`src/rtl/mem_port_arbiter.sv`:
```
// mem_port_arbiter: round-robin arbiter sharing one unified memory between the core and loader ports.
module mem_port_arbiter #(
  parameter int ADDR_W   = 16,
  parameter int DATA_W   = 16,
  parameter int READ_LAT = 1
) (
  input  logic              clk,
  input  logic              reset,
  input  logic              req0,
  input  logic              we0,
  input  logic [ADDR_W-1:0] addr0,
  input  logic [DATA_W-1:0] wdata0,
  output logic              ack0,
  output logic [DATA_W-1:0] rdata0,
  input  logic              req1,
  input  logic              we1,
  input  logic [ADDR_W-1:0] addr1,
  input  logic [DATA_W-1:0] wdata1,
  output logic              ack1,
  output logic [DATA_W-1:0] rdata1,
  output logic              mem_en,
  output logic              mem_we,
  output logic [ADDR_W-1:0] mem_addr,
  output logic [DATA_W-1:0] mem_wdata,
  input  logic [DATA_W-1:0] mem_rdata,
  output logic              busy,
  output logic              gnt_id
);
  typedef enum logic [1:0] {IDLE, ISSUE, WAIT, DONE} state_t;
  state_t state_q, state_d;
  logic last_q, last_d, gnt_q, gnt_d, we_q, we_d;
  logic [ADDR_W-1:0] addr_q, addr_d;
  logic [DATA_W-1:0] wdata_q, wdata_d, rdata0_q, rdata0_d, rdata1_q, rdata1_d;
  logic [2:0] cnt_q, cnt_d;
  logic win, last_wait;
  always_comb begin
    win       = (req0 & req1) ? ~last_q : req1;
    last_wait = cnt_q == 3'(READ_LAT - 1);
    state_d   = state_q;
    last_d    = last_q;
    gnt_d     = gnt_q;
    we_d      = we_q;
    addr_d    = addr_q;
    wdata_d   = wdata_q;
    rdata0_d  = rdata0_q;
    rdata1_d  = rdata1_q;
    cnt_d     = cnt_q;
    case (state_q)
      IDLE: if (req0 | req1) begin
        state_d = ISSUE;
        gnt_d   = win;
        last_d  = win;
        we_d    = win ? we1 : we0;
        addr_d  = win ? addr1 : addr0;
        wdata_d = win ? wdata1 : wdata0;
      end
      ISSUE: begin
        state_d = we_q ? DONE : WAIT;
        cnt_d   = '0;
      end
      WAIT: if (last_wait) begin
        state_d  = DONE;
        rdata0_d = gnt_q ? rdata0_q : mem_rdata;
        rdata1_d = gnt_q ? mem_rdata : rdata1_q;
      end else begin
        cnt_d = cnt_q + 3'd1;
      end
      default: state_d = IDLE;
    endcase
  end
  always_ff @(posedge clk) begin
    if (reset) begin
      state_q  <= IDLE;
      last_q   <= 1'b1;
      gnt_q    <= 1'b0;
      we_q     <= 1'b0;
      addr_q   <= '0;
      wdata_q  <= '0;
      rdata0_q <= '0;
      rdata1_q <= '0;
      cnt_q    <= '0;
    end else begin
      state_q  <= state_d;
      last_q   <= last_d;
      gnt_q    <= gnt_d;
      we_q     <= we_d;
      addr_q   <= addr_d;
      wdata_q  <= wdata_d;
      rdata0_q <= rdata0_d;
      rdata1_q <= rdata1_d;
      cnt_q    <= cnt_d;
    end
  end
  assign mem_en    = state_q == ISSUE;
  assign mem_we    = mem_en & we_q;
  assign mem_addr  = addr_q;
  assign mem_wdata = wdata_q;
  assign ack0      = (state_q == DONE) & ~gnt_q;
  assign ack1      = (state_q == DONE) & gnt_q;
  assign rdata0    = rdata0_q;
  assign rdata1    = rdata1_q;
  assign busy      = state_q != IDLE;
  assign gnt_id    = gnt_q;
endmodule

```
`config.mk`:
```
export PLATFORM = sky130hd
export DESIGN_NAME = mem_port_arbiter
export DESIGN_NICKNAME = d
export VERILOG_FILES = /design/src/rtl/mem_port_arbiter.sv
export SDC_FILE = /design/constraint.sdc
export NUM_CORES = 1
export LEC_CHECK = 0
export CORE_ASPECT_RATIO = 1.1
export CORE_MARGIN = 3
export CORE_UTILIZATION = 44
export CTS_CLUSTER_DIAMETER = 40
export DETAILED_ROUTE_END_ITERATION = 10
export PLACE_DENSITY = 0.85
export SKIP_CTS_REPAIR_TIMING = 1
export SYNTH_ARGS = -nofsm -noshare
export SYNTH_HDL_FRONTEND = slang
export SYNTH_SLANG_ARGS = --single-unit
```
`constraint.sdc`:
```
create_clock -name clk -period 2.9 [get_ports clk]
set_input_delay 0.29 -clock clk [delete_from_list [all_inputs] [get_ports clk]]
set_output_delay 0.29 -clock clk [all_outputs]
set_load 0.05 [all_outputs]
```
==> flow_summary.json <==
{
  "timing.rr.end": "rdata1[4]",
  "path_max_fanout": 8,
  "dpl_cell_area_sq_um": 4740,
  "fillers": 545,
  "path_class": "reg -> out",
  "cts_buffer_depth": 2,
  "cap_violations": 0,
  "clock_sinks": 72,
  "critical_path_required_ns": 2.61,
  "numCtsBuffers": 9,
  "core_sq_um": 7050,
  "grt_setup_unrepaired": "false",
  "die-area_sq_um": 8390,
  "drive_gt1_frac": 0.110,
  "worst_pin_slew_ns": 0.747,
  "crit_path_end": "busy",
  "finalSetupTns_ns": 0,
  "cts_tree": "yes",
  "drv_slew": 0,
  "vias": 3211,
  "htree_num_levels": 3,
  "post-route-min-period_ns": 2.38,
  "grt_pass1_vias": 3102,
  "synth_cell_type_count": 33,
  "fin_skew_ns": 0.0147,
  "max_freq_ghz": 0.421,
  "mostFrequentLayoutCells": "154 x clkdlybuf4s50_1, 97 x nand2_1, 72 x dfxtp_1, 67 x a21oi_1, 37 x nor2_1",
  "synth-seq-cells": 72,
  "cp.arrival_ns": 2.09,
  "slew_headroom": 0.499,
  "critPathLaunch": "state_q[0]",
  "first_pass_iters": 4,
  "worstSkewPairLatency_ns": 0.34,
  "synth_seq_area_share": 0.447,
  "design_area_sq_um": 4960,
  "fin_crit_sh": 0.820,
  "syn_inst": 381,
  "hp-class": "reg -> reg",
  "die_h_um": 95.7,
  "final_common_cell": "clkdlybuf4s50_1",
  "grtUsageTotal": 0.212,
  "hpwl_mm": 6.85,
  "rows": 32,
  "ir_worst_vdd_v": 0.000616,
  "wire_per_inst_um": 15.0,
  "port_buffers": 155,
  "yosys.area.top_type": "dfxtp_1",
  "clk_pin_slew_ns": 0.07,
  "r2r-start": "state_q[0]",
  "startpoint_type": "register",
  "area_growth_pct": 54.1,
  "post_drt_via_cell_ratio": 5.25,
  "antenna_found_initial": 0,
  "drt_wl_total_mm": 9.20,
  "antennaDiodeCount": 0,
  "start_util": 0.457,
  "p_leak_nw": 1.85,
  "ys_warn_count": 0,
  "syn_nets": 474,
  "grt_pass1_wl_mm": 14.0,
  "drt_iter0_drc": 104,
  "r2r_slack_ns": 0.91,
  "synth.avg_cell_area_sq_um": 8.46,
  "grt_max_degree": 34,
  "synthTopCellsByArea": "dfxtp_1 45%, nand2_1 11%, a211oi_2 11%",
  "die_w_um": 87.6,
  "cp-end-kind": "output pin",
  "ant_nets": 0,
  "ff2ff_path_depth": 5,
  "power_density_nw_per_um2": 976,
  "ios": 156,
  "finalSetupViolCount": 0,
  "status": "completed",
  "route.detailed.drc": 0,
  "cts_root_buf": "clkbuf_8",
  "synth_top_area_frac": 0.447,
  "grt.overflow.total": 0,
  "syn_area_sq_um": 3220,
  "place_congestion": 0.778,
  "fin_nets": 615,
  "hold_violations": 0
}
## state kept, by name, summed over array words and instances (netlist names)
name,flops
cnt_q,3
gnt_id,1
last_q,1
mem_addr,16
mem_wdata,16
rdata0,16
rdata1,16
state_q,2
we_q,1
## synthesized netlist by cell type (all sizes together)
| cell | number |
|---|---|
| nand2 | 97 |
| dfxtp | 72 |
| a21oi | 69 |
| nor2 | 37 |
| a211oi | 33 |
| buf | 21 |
| clkbuf | 10 |
| ha | 7 |
| inv | 5 |
| nand2b | 4 |
| o21ai | 4 |
| a22oi | 2 |
| and2 | 2 |
| mux2i | 2 |
| nand3 | 2 |
| nand4bb | 2 |
| nor2b | 2 |
| a21bo | 1 |
| a21boi | 1 |
| a31oi | 1 |
| and3b | 1 |
| and4b | 1 |
| and4bb | 1 |
| nand4b | 1 |
| o21a | 1 |
| o31ai | 1 |
| or2 | 1 |
## worst min-delay path by stage
stage                 start          to  slack (ns)  cells past startpoint
5_1_grt           rdata0[7]   rdata0[7]        0.48                      2
6_report          rdata0[5]   rdata0[5]        0.46                      2
2_1_floorplan  mem_rdata[0]   rdata0[0]        0.43                      2
3_3_place_gp     rdata0[14]  rdata0[14]        0.44                      2
3_5_place_dp      rdata0[7]   rdata0[7]        0.45                      2
4_1_cts               reset      gnt_id        0.46                      2
## per-layer routing
metal / up-vias / wire length [um] / GRT usage
li1: 1569 / - / -
met1: 1478 / 3540 / 0.240
met2: 153 / 4500 / 0.359
met3: 11 / 1030 / 0.0856
met4: 0 / 132 / 0.0729
met5: - / 0 / 0
## per-stage QoR
stage	utilization	instances	hold WS, ns	setup slack (ns)	power (mW)
CTS	0.705	612	0.458	0.498	4.88
finish	0.705	612	0.457	0.523	4.85
detailed placement	0.673	596	0.448	0.848	3.99
global placement	0.673	596	0.442	0.905	3.93
floorplan	-	381	0.426	1.20	3.22
global route	0.705	612	0.477	0.414	5.09
## final cells by class
class                           instances  area (sq um)  share of cell area
Multi-Input combinational cell        273          1570               0.317
Clock buffer                           11           141              0.0285
Clock inverter                          5          78.8              0.0159
Sequential cell                        72          1440               0.290
Tap cell                               85           106              0.0214
Timing Repair Buffer                  161          1600               0.323
Inverter                                5          18.8             0.00378
## critical path, stage by stage (launching register included)
cell,delay (ns)
dfxtp_1,0.41
inv_1,0.09
ha_1,0.30
inv_1,0.13
clkdlybuf4s50_1,0.82
## cells by family (layout without fill, tap and decap cells)
group / count (synthesis) / in the layout / synth area share
and+or+nand+nor: 151 / 151 / 0.196
AOI/OAI and AO/OA: 113 / 113 / 0.259
DFF: 72 / 72 / 0.447
buffers and inverters: 36 / 182 / 0.0641
adders and majority gates: 7 / 7 / 0.0272
muxes: 2 / 2 / 0.00621
## where the power goes
part	internal [mW]	leakage (nW)	switching (mW)
combinational	0.884	1.14	1.69
sequential	1.24	0.590	0.147
clock	0.509	0.114	0.376
total	2.63	1.85	2.21
Power figures use the tool's default switching activity.
